File: src/rtl/uart_rx_controller.sv
// uart_rx_controller: 8N1 UART receiver. Two-flop synchroniser, mid-bit sampling,
// registered byte/done/active/frame-error outputs.
module uart_rx_controller #(
  parameter int unsigned CLKS_PER_BIT = 16
) (
  input  logic       clk,
  input  logic       reset,
  input  logic       i_Rx_Serial,
  output logic [7:0] o_Rx_Byte,
  output logic       o_Rx_Done,
  output logic       o_Rx_Active,
  output logic       o_Rx_Frame_Err
);

  localparam int unsigned CntW = (CLKS_PER_BIT > 1) ? $clog2(CLKS_PER_BIT) : 1;
  localparam logic [CntW-1:0] CntLast = CntW'(CLKS_PER_BIT - 1);
  localparam logic [CntW-1:0] CntHalf = CntW'((CLKS_PER_BIT - 1) / 2);

  typedef enum logic [2:0] {
    StIdle,
    StStart,
    StData,
    StStop,
    StWaitHigh
  } state_e;

  state_e          state_q, state_d;
  logic [1:0]      sync_q, sync_d;
  logic [CntW-1:0] clk_cnt_q, clk_cnt_d;
  logic [2:0]      bit_idx_q, bit_idx_d;
  logic [7:0]      shift_q, shift_d;
  logic [7:0]      byte_q, byte_d;
  logic            done_q, done_d;
  logic            active_q, active_d;
  logic            err_q, err_d;
  logic            rx_s;

  assign rx_s = sync_q[1];

  // Next-state logic: synchroniser shift, frame FSM, one-cycle pulse outputs.
  always_comb begin
    sync_d    = {sync_q[0], i_Rx_Serial};
    state_d   = state_q;
    clk_cnt_d = clk_cnt_q;
    bit_idx_d = bit_idx_q;
    shift_d   = shift_q;
    byte_d    = byte_q;
    done_d    = 1'b0;
    active_d  = active_q;
    err_d     = 1'b0;

    case (state_q)
      StIdle: begin
        clk_cnt_d = '0;
        bit_idx_d = '0;
        if (!rx_s) begin
          state_d  = StStart;
          active_d = 1'b1;
        end
      end

      StStart: begin
        if (clk_cnt_q < CntHalf) begin
          clk_cnt_d = clk_cnt_q + 1'b1;
        end else if (!rx_s) begin
          clk_cnt_d = '0;
          state_d   = StData;
        end else begin
          // Line back high at mid-start: a glitch, drop it silently.
          clk_cnt_d = '0;
          state_d   = StIdle;
          active_d  = 1'b0;
        end
      end

      StData: begin
        if (clk_cnt_q == CntLast) begin
          clk_cnt_d = '0;
          shift_d   = {rx_s, shift_q[7:1]};
          if (bit_idx_q == 3'd7) begin
            bit_idx_d = '0;
            state_d   = StStop;
          end else begin
            bit_idx_d = bit_idx_q + 1'b1;
          end
        end else begin
          clk_cnt_d = clk_cnt_q + 1'b1;
        end
      end

      StStop: begin
        if (clk_cnt_q == CntLast) begin
          clk_cnt_d = '0;
          active_d  = 1'b0;
          if (rx_s) begin
            byte_d  = shift_q;
            done_d  = 1'b1;
            state_d = StIdle;
          end else begin
            err_d   = 1'b1;
            state_d = StWaitHigh;
          end
        end else begin
          clk_cnt_d = clk_cnt_q + 1'b1;
        end
      end

      // A held-low line (break) must return high before a new start is accepted.
      StWaitHigh: begin
        if (rx_s) begin
          state_d = StIdle;
        end
      end

      default: begin
        state_d   = StIdle;
        clk_cnt_d = '0;
        bit_idx_d = '0;
        active_d  = 1'b0;
      end
    endcase
  end

  // State and output registers; reset discards any partial frame immediately.
  always_ff @(posedge clk or posedge reset) begin
    if (reset) begin
      state_q   <= StIdle;
      sync_q    <= 2'b11;
      clk_cnt_q <= '0;
      bit_idx_q <= '0;
      shift_q   <= '0;
      byte_q    <= '0;
      done_q    <= 1'b0;
      active_q  <= 1'b0;
      err_q     <= 1'b0;
    end else begin
      state_q   <= state_d;
      sync_q    <= sync_d;
      clk_cnt_q <= clk_cnt_d;
      bit_idx_q <= bit_idx_d;
      shift_q   <= shift_d;
      byte_q    <= byte_d;
      done_q    <= done_d;
      active_q  <= active_d;
      err_q     <= err_d;
    end
  end

  assign o_Rx_Byte      = byte_q;
  assign o_Rx_Done      = done_q;
  assign o_Rx_Active    = active_q;
  assign o_Rx_Frame_Err = err_q;

endmodule

File: config.mk
export PLATFORM = sky130hd
export DESIGN_NAME = uart_rx_controller
export DESIGN_NICKNAME = d
export VERILOG_FILES = /design/src/rtl/uart_rx_controller.sv
export SDC_FILE = /design/constraint.sdc
export NUM_CORES = 1
export LEC_CHECK = 0
export BUFFER_PORTS_ARGS = -buffer_cell sky130_fd_sc_hd__buf_4
export CAP_MARGIN = 20
export CORE_AREA = 2 2 54 56
export CTS_BUF_LIST = sky130_fd_sc_hd__clkbuf_4
export DETAILED_ROUTE_END_ITERATION = 8
export DIE_AREA = 0 0 56 58
export PLACE_DENSITY = 0.74
export SKIP_CTS_REPAIR_TIMING = 1
export SYNTH_ARGS = -nofsm -noshare
export SYNTH_HDL_FRONTEND = slang
export SYNTH_SLANG_ARGS = --single-unit
File: constraint.sdc
create_clock -name clk -period 1.5 [get_ports clk]
set_input_delay 0.15 -clock clk [delete_from_list [all_inputs] [get_ports clk]]
set_output_delay 0.15 -clock clk [all_outputs]
set_load 0.01 [all_outputs]
==> reports/qor.csv, run 1 <==
stage;metric;value;unit
power_and_ir_drop;p_sw_share;33.9;%
global_routing;grt_pass1_wl;4530;um
floorplanning;row_count;19;
global_routing;grt_pass1_vias;1025;
synth;synthArstFlopShare;100;%
cts;clk_pin_slew;0.09;ns
synth;ys_types;35;
power_and_ir_drop;seqPwrFrac;45.5;%
synth;synth_cells;107;
timing;final-max-slew-violation-count;0;
timing;finalSetupTns;-0.874;ns
timing;period_needed;1.57;ns
critical_path;r2r-start;clk_cnt_q[1];
critical_path;critPathLaunch;clk_cnt_q[1];
critical_path;slowest_stage;dfrtp_1;
timing;finalSetupViolations;17;
placed_design;gp_congestion;0.838;
timing;clock_skew;0.0132;ns
floorplanning;core_area;0.00266;sq mm
drt;drc;0;
flow_run;timing.max_cap.violations;0;
floorplanning;die_w;56;um
global_routing;grt_max_degree;32;
placed_design;placedCellCount;163;
synth;synth_seq_cells;31;
drt;drt_iter0_drc;10;
power_and_ir_drop;finalPower;2.43;mW
critical_path;r2r-end;o_Rx_Byte[6];
cts;clock_path_buffers;2;
critical_path;critPathRequiredTime;1.71;ns
cts;numCtsBuffers;5;
drt;routed-via-count;969;
timing;final.period_utilization;104;%
critical_path;crit_chain;ha_4 -> and2_2 -> and3_4 -> nand3_4 -> mux2_2;
cts;cts_max_level;2;
floorplanning;ios;14;
critical_path;crit_buf_inv;0;
critical_path;arrival;1.78;ns
cells_and_area;final_util;66.8;%
placed_design;portBuffers;13;
critical_path;rr_worst_depth;5;
power_and_ir_drop;p_leak;0.863;nW
outcome;status;finished with violations;
synth;synth_warnings;0;
synth;avgSynthCellArea;12.7;sq um
cells_and_area;final_net_count;150;
timing;tightest_slew;0.386;ns
cells_and_area;area_growth;30.5;%
synth;yosysSeqAreaShare;57.1;%
synth;syn_nets;113;
cells_and_area;fin_cells;176;
cts;clock_latency;0.33;ns
power_and_ir_drop;clkPwrFrac;19.1;%
drt;routed_wl;2920;um
drt;via_per_inst;5.51;
critical_path;cpPeakStageDelay;0.42;ns
floorplanning;dieArea;0.00325;sq mm
timing;relSlewSlack;74.3;%
timing;max_freq;639;MHz
global_routing;grt_usage;18.8;%
critical_path;rrSetupSlack;-0.07;ns
timing;grt_setup_unrepaired;yes;
critical_path;worstSetupEndpoint;o_Rx_Byte[6];
critical_path;crit_cells;5;
drt;firstDrtPassIters;4;
cells_and_area;n_antenna_cell;0;
timing;finalHoldViolations;0;
power_and_ir_drop;irDropWorstVdd;1040;uV
synth;synth-edff-count;0;
power_and_ir_drop;cellPowerDensity;1370;mW/mm^2
cts;clockRootBuffer;clkbuf_4;
critical_path;cp-end-kind;register;
outcome;violations;setup timing;
cells_and_area;drive_gt1_share;47.6;%
floorplanning;start_util;51.2;%
drt;wl_per_cell;16.6;um
synth;syn_area;0.00136;sq mm
timing;worst_slack;-0.0661;ns
placed_design;hpwl;1870;um
power_and_ir_drop;p_int;1.61;mW
critical_path;crit_type;register to register;
global_routing;overflow;0;
cts;tritoncts;built;
critical_path;cp-start-kind;register;
cts;cts.sinks;31;
worst_hold_path;hold_path_class;register to register;
critical_path;cpLargestDelayFamily;simple AND/OR/NAND/NOR gates;
critical_path;path_max_fanout;5;
power_and_ir_drop;switchingPower;0.823;mW
global_routing;antenna_found_initial;0;
synth;synth-main-ff-cell;dfrtp_1;
floorplanning;dieHeight;58;um
power_and_ir_drop;combPwrFrac;35.4;%
drt;ant_nets;0;
## cells in the mapped netlist (2+ instances only)
library cell / n / share of area (%)
nand2_1: 5 / 1.4
a22o_1: 2 / 1.3
dfstp_2: 2 / 3.9
a21oi_1: 4 / 1.5
dfrtp_1: 29 / 53
nor3b_1: 2 / 1.1
o21ai_0: 3 / 1.1
nand3_1: 2 / 0.73
inv_1: 7 / 1.9
or3_1: 2 / 0.92
buf_4: 2 / 1.1
ha_1: 3 / 2.8
nor3_1: 2 / 0.73
xnor2_1: 2 / 1.3
buf_2: 2 / 0.73
mux2_2: 17 / 14
nor2_1: 3 / 0.83
## stage by stage
step / hold slack, ns / instance area (sq um) / setup WS [ns]
after floorplan: 0.154 / 1370 / -0.0443
after global placement: 0.249 / 1600 / -0.0429
after detailed placement: 0.258 / 1600 / -0.0923
after CTS: -0.107 / 1650 / -0.100
after global routing: 0.372 / 1780 / -0.125
final: 0.359 / 1780 / -0.0661
## worst register-to-register path, cell delays in order, from the launching register on
cell,delay (ns)
dfrtp_1,0.42
ha_4,0.18
and2_2,0.22
and3_4,0.20
nand3_4,0.10
mux2_2,0.34
## power groups by stage
| stage | Sequential [mW] | Clock, mW | Combinational, mW |
|---|---|---|---|
| floorplan | 1.06 | 0 | 0.493 |
| global placement | 1.09 | 0 | 0.691 |
| detailed placement | 1.10 | 0 | 0.736 |
| CTS | 1.09 | 0.477 | 0.740 |
| global route | 1.12 | 0.521 | 0.945 |
| finish | 1.10 | 0.465 | 0.860 |
## kinds of logic (layout without fill, tap and decap cells)
family	after synthesis	count (layout)	share of synthesized area [%]
fa+ha+maj	4	4	3.49
simple gates	24	25	11.2
flops	31	31	57.1
buf+inv	11	48	3.76
compound gates	18	18	9.18
xor+xnor	2	2	1.28
mux	17	17	14.0
## routing by layer
layer / vias to the layer above / track usage, % / wire [um]
li1: 460 / - / -
met1: 462 / 22.5 / 1220
met2: 32 / 30.3 / 1440
met3: 15 / 4.69 / 123
met4: 0 / 12.2 / 133
met5: - / 0 / 0
## state kept, by name, indices dropped and copies added (netlist names)
name	count
clk_cnt_q	4
o_Rx_Byte	8
state_q	3
o_Rx_Frame_Err	1
o_Rx_Active	1
sync_q	2
o_Rx_Done	1
bit_idx_q	3
shift_q	8
## how the worst min path moves through the flow
stage,start,cells after the start,slack [ns],end
detailed placement,reset,3,0.26,o_Rx_Frame_Err
floorplan,i_Rx_Serial,0,0.15,sync_q[0]
CTS,reset,3,-0.11,o_Rx_Frame_Err
global placement,reset,3,0.25,bit_idx_q[2]
finish,sync_q[0],0,0.36,sync_q[1]
global route,sync_q[0],0,0.37,sync_q[1]
## cell usage in the layout, fill, tap and decap left out, types with 2 or more instances in the layout
| master | Yosys | layout |
|---|---|---|
| dfrtp_1 | 29 | 29 |
| buf_4 | 2 | 29 |
| mux2_2 | 17 | 9 |
| mux2_4 | 0 | 8 |
| inv_1 | 7 | 7 |
| nand2_1 | 5 | 5 |
| clkbuf_4 | 0 | 5 |
| a21oi_1 | 4 | 4 |
| nor2_1 | 3 | 3 |
| clkinv_2 | 0 | 3 |
| or3_1 | 2 | 2 |
| nand3_1 | 2 | 2 |
| o21ai_1 | 0 | 2 |
| a22o_1 | 2 | 2 |
| xnor2_1 | 2 | 2 |
| nand3_4 | 1 | 2 |
| ha_1 | 3 | 2 |
| dlygate4sd3_1 | 0 | 2 |
| buf_6 | 0 | 2 |
| dfstp_2 | 2 | 2 |
## layout make-up
class	count	area [sq um]
fillers	211	883
inverters	7	26.3
repair buffers	33	260
clock buffers	5	37.5
multi-input cells	66	623
clock inverters	3	15.0
well taps	31	38.8
flip-flops and latches	31	778
(Power assumes the default switching activity.)
==> inputs of run 2 (changes only) <==
- SETUP_SLACK_MARGIN: unset -> 0.02
==> run 2 against run 1 <==
Effect of this change: the run still ends with setup timing left; largest power group unchanged; count of clock-buffer cells in the layout unchanged; highest routed layer unchanged; via count unchanged; core utilization unchanged; register-to-register slack about the same; clock power about the same; critical path depth unchanged; power unchanged; non-clock buffer count unchanged; routed wire length unchanged; hold slack unchanged; flip-flop and latch count unchanged; worst setup slack unchanged.
==> reports/qor.csv, run 2 (synthesized netlist as in run 1, its figures left out) <==
stage;metric;value;unit
floorplanning;ios;14;
floorplanning;core_area;0.00266;sq mm
drt;routed-via-count;969;
floorplanning;dieArea;0.00325;sq mm
global_routing;grt_pass1_wl;4530;um
cts;cts.sinks;31;
timing;holdWs;0.359;ns
critical_path;rr_worst_depth;5;
drt;drt_iter0_drc;13;
timing;finalHoldViolations;0;
drt;ant_nets;0;
timing;relSlewSlack;74.3;%
power_and_ir_drop;p_int;1.61;mW
timing;final.period_utilization;104;%
critical_path;cp-end-kind;register;
floorplanning;row_count;19;
cells_and_area;n_antenna_cell;0;
timing;tightest_slew;0.386;ns
worst_hold_path;hold_path_class;register to register;
global_routing;overflow;0;
worst_hold_path;min_from;sync_q[0];
cells_and_area;final_net_count;150;
drt;firstDrtPassIters;4;
critical_path;crit_chain;ha_4 -> and2_2 -> and3_4 -> nand3_4 -> mux2_2;
timing;finalSetupViolations;17;
critical_path;cpPeakStageDelay;0.42;ns
global_routing;antenna_found_initial;0;
timing;worst_slack;-0.0661;ns
power_and_ir_drop;p_sw_share;33.9;%
timing;period_needed;1.57;ns
power_and_ir_drop;irDropWorstVdd;1040;uV
placed_design;placedCellCount;163;
outcome;violations;setup timing;
critical_path;path_max_fanout;5;
drt;drc;0;
timing;final-max-slew-violation-count;0;
cts;cts_max_level;2;
cts;clk_pin_slew;0.09;ns
floorplanning;start_util;51.2;%
critical_path;rrSetupSlack;-0.07;ns
power_and_ir_drop;seqPwrFrac;45.5;%
flow_run;timing.max_cap.violations;0;
cts;clockRootBuffer;clkbuf_4;
cts;numCtsBuffers;5;
drt;via_per_inst;5.51;
critical_path;r2r-start;clk_cnt_q[1];
critical_path;arrival;1.78;ns
cts;clock_path_buffers;2;
power_and_ir_drop;switchingPower;0.823;mW
timing;grt_setup_unrepaired;yes;
floorplanning;dieHeight;58;um
placed_design;portBuffers;13;
power_and_ir_drop;clkPwrFrac;19.1;%
critical_path;cpLargestDelayFamily;simple AND/OR/NAND/NOR gates;
placed_design;hpwl;1870;um
worst_hold_path;hold_path_depth;0;
power_and_ir_drop;combPwrFrac;35.4;%
timing;max_freq;639;MHz
cells_and_area;fin_area;0.00178;sq mm
cts;clock_latency;0.33;ns
power_and_ir_drop;p_leak;0.863;nW
cells_and_area;fin_cells;176;
worst_hold_path;whs_endpoint;sync_q[1];
cells_and_area;final_cell_mix;dfrtp_1, buf_4, mux2_2;
critical_path;slowest_stage;dfrtp_1;
placed_design;place_area;0.00160;sq mm
critical_path;critPathRequiredTime;1.71;ns
critical_path;crit_type;register to register;
floorplanning;die_w;56;um
global_routing;grt_pass1_vias;1025;
cells_and_area;drive_gt1_share;47.6;%
critical_path;r2r-end;o_Rx_Byte[6];
timing;clock_skew;0.0132;ns
global_routing;grt_max_degree;32;
global_routing;grt_usage;18.8;%
critical_path;crit_buf_inv;0;
placed_design;gp_congestion;0.838;
power_and_ir_drop;cellPowerDensity;1370;mW/mm^2
cts;tritoncts;built;
placed_design;dp_slack;-0.0923;ns
critical_path;cp-start-kind;register;
drt;wl_per_cell;16.6;um
outcome;status;finished with violations;
timing;finalSetupTns;-0.874;ns
drt;routed_wl;2920;um
cells_and_area;area_growth;30.5;%
-- run 2: worst max-delay path by stage --
stage,depth (start not counted),to,from,slack (ns)
floorplan,4,shift_q[0],clk_cnt_q[0],-0.04
global placement,5,o_Rx_Byte[4],clk_cnt_q[0],-0.04
global route,5,shift_q[6],clk_cnt_q[1],-0.12
detailed placement,5,o_Rx_Byte[2],clk_cnt_q[0],-0.09
CTS,5,o_Rx_Byte[6],clk_cnt_q[0],-0.10
finish,5,o_Rx_Byte[6],clk_cnt_q[1],-0.07
-- run 2: metal layers --
| metal | GRT usage (%) | part of all wire [%] | vias to the layer above |
|---|---|---|---|
| li1 | - | - | 460 |
| met3 | 4.69 | 4.2 | 15 |
| met1 | 22.5 | 42 | 462 |
| met2 | 30.3 | 49 | 32 |
| met5 | 0 | 0 | - |
| met4 | 12.2 | 4.6 | 0 |
-- run 2: per-stage QoR --
stage | util (%) | total power [mW]
3_5_place_dp | 60.2 | 1.84
4_1_cts | 62.1 | 2.30
2_1_floorplan | - | 1.55
5_1_grt | 66.8 | 2.59
6_report | 66.8 | 2.43
3_3_place_gp | 60.2 | 1.78
-- run 2: power groups by stage --
stage	combinational [mW]	clock [mW]	sequential, mW
global placement	0.691	0	1.09
floorplan	0.493	0	1.06
detailed placement	0.736	0	1.10
global route	0.945	0.521	1.12
finish	0.860	0.465	1.10
CTS	0.740	0.477	1.09
-- run 2: cell type report --
cell class                      count  area [sq um]
Tap cell                           31          38.8
Clock inverter                      3          15.0
Inverter                            7          26.3
Clock buffer                        5          37.5
Multi-Input combinational cell     66           623
Sequential cell                    31           778
Fill cell                         211           883
Timing Repair Buffer               33           260
==> inputs of run 3 (changes only) <==
- CORE_AREA: 2 2 54 56 -> 2 2 51 53
- DIE_AREA: 0 0 56 58 -> 0 0 53 55
- PLACE_DENSITY: 0.74 -> 0.79
- clock period: 1.5 -> 2 ns (I/O delays scaled with it)
==> run 3 against run 2 <==
Effect of this change: the run now ends clean; first-iteration DRC count down 15%; non-clock buffer count shrank 14; critical path depth unchanged; routed wire length fell by 19%.
==> reports/qor.csv, run 3 (synthesized netlist as in run 1, its figures left out) <==
stage;metric;value;unit
outcome;status;finished, final reports clean;
cts;numCtsBuffers;5;
cells_and_area;final_net_count;135;
cts;clockRootBuffer;clkbuf_4;
cells_and_area;final_cell_mix;dfrtp_1, mux2_2, buf_4;
power_and_ir_drop;p_leak;0.778;nW
cells_and_area;drive_gt1_share;36.9;%
drt;drc;0;
critical_path;cpPeakStageDelay;0.41;ns
cts;clk_pin_slew;0.09;ns
placed_design;hpwl;1630;um
critical_path;critPathRequiredTime;2.23;ns
timing;final-max-slew-violation-count;0;
timing;grt_setup_unrepaired;no;
cells_and_area;final_util;66.9;%
global_routing;overflow;0;
cells_and_area;fillers;168;
cts;cts_max_level;2;
floorplanning;die_w;53;um
drt;drt_iter0_drc;11;
critical_path;crit_chain;ha_1 -> and2_2 -> and3_2 -> nand3_4 -> mux2_2;
global_routing;antenna_found_initial;0;
timing;max_freq;562;MHz
timing;period_needed;1.78;ns
timing;clock_skew;0.00276;ns
cts;clock_path_buffers;2;
cells_and_area;final_common_cell;dfrtp_1;
floorplanning;ios;14;
power_and_ir_drop;cellPowerDensity;1030;mW/mm^2
timing;tightest_slew;0.509;ns
floorplanning;dieArea;0.00292;sq mm
cts;tritoncts;built;
placed_design;portBuffers;13;
timing;finalSetupTns;0;ns
cells_and_area;n_antenna_cell;0;
cells_and_area;fin_area;0.00158;sq mm
drt;wl_per_cell;14.7;um
worst_hold_path;hold_path_class;register to register;
drt;routed_wl;2360;um
drt;via_per_inst;5.57;
floorplanning;core_area;0.00236;sq mm
floorplanning;dieHeight;55;um
global_routing;grt_pass1_vias;933;
timing;finalHoldViolations;0;
cells_and_area;area_growth;16.0;%
cts;cts.sinks;31;
timing;finalSetupViolations;0;
critical_path;slowest_stage;dfrtp_1;
floorplanning;row_count;18;
global_routing;grt_pass1_wl;4230;um
placed_design;place_area;0.00150;sq mm
critical_path;crit_type;register to register;
drt;routed-via-count;891;
critical_path;cpLargestDelayFamily;simple AND/OR/NAND/NOR gates;
drt;ant_nets;0;
global_routing;grt_usage;21.6;%
cts;clock_latency;0.34;ns
flow_run;timing.max_cap.violations;0;
critical_path;cp-end-kind;register;
timing;relSlewSlack;65.2;%
timing;holdWs;0.362;ns
critical_path;cp-start-kind;register;
critical_path;crit_buf_inv;0;
power_and_ir_drop;irDropWorstVdd;920;uV
placed_design;gp_congestion;0.787;
floorplanning;start_util;57.7;%
global_routing;grt_max_degree;32;
critical_path;path_max_fanout;9;
critical_path;arrival;2.01;ns
drt;firstDrtPassIters;4;
timing;final.period_utilization;89.0;%
==> run 3: changes by cell type in the layout (fill, tap and decap cells not counted), moves of 2 or more <==
| cell | delta |
|---|---|
| buf_4 | -12 |
| mux2_2 | +8 |
| mux2_4 | -8 |
| buf_6 | -2 |
| clkbuf_4 | +2 |
| clkinv_2 | -2 |
| o21ai_0 | +2 |
| o21ai_1 | -2 |
==> run 3: final timing paths <==
check / endpoint / cells past startpoint / slack (ns) / start
worst max register to register: o_Rx_Byte[7] / 5 / 0.22 / clk_cnt_q[0]
min in group asynchronous: shift_q[4] / 4 / 0.49 / reset
worst min-delay path: sync_q[1] / 0 / 0.36 / sync_q[0]
worst max-delay path: o_Rx_Byte[7] / 5 / 0.22 / clk_cnt_q[0]
worst min register to register: sync_q[1] / 0 / 0.36 / sync_q[0]
max in group asynchronous: sync_q[0] / 4 / 1.19 / reset
==> run 3: cell type report <==
class	instances	area, sq um	area share, %
clock inverter	1	5.00	0.316
tap	30	37.5	2.37
multi-input combinational	65	534	33.8
clock buffer	7	52.6	3.32
inverter	7	26.3	1.66
timing repair buffer	19	148	9.34
sequential	31	778	49.2
==> run 3: report_power, final <==
| group | internal (mW) | switching [mW] | total, mW |
|---|---|---|---|
| Sequential | 0.717 | 0.113 | 0.830 |
| Clock | 0.164 | 0.211 | 0.375 |
| Combinational | 0.207 | 0.210 | 0.416 |
| Total | 1.09 | 0.533 | 1.62 |
==> run 3: worst register-to-register path: stages, from the launching register on <==
cell	delay, ns
dfrtp_1	0.41
ha_1	0.26
and2_2	0.24
and3_2	0.25
nand3_4	0.16
mux2_2	0.36
==> run 3: through the flow <==
step	power (mW)	instances	setup slack, ns
after floorplan	1.16	107	0.347
after global placement	1.22	150	0.301
after detailed placement	1.25	150	0.229
after CTS	1.63	158	0.217
after global routing	1.74	160	0.123
final	1.62	160	0.220
==> run 3: metal layers <==
| layer | up-vias | global-route usage (%) | routed length, um |
|---|---|---|---|
| met1 | 426 | 25.8 | 1050 |
| met3 | 12 | 9.68 | 130 |
| li1 | 427 | - | - |
| met2 | 26 | 31.3 | 1090 |
| met5 | - | 0 | 0 |
| met4 | 0 | 15.0 | 81 |
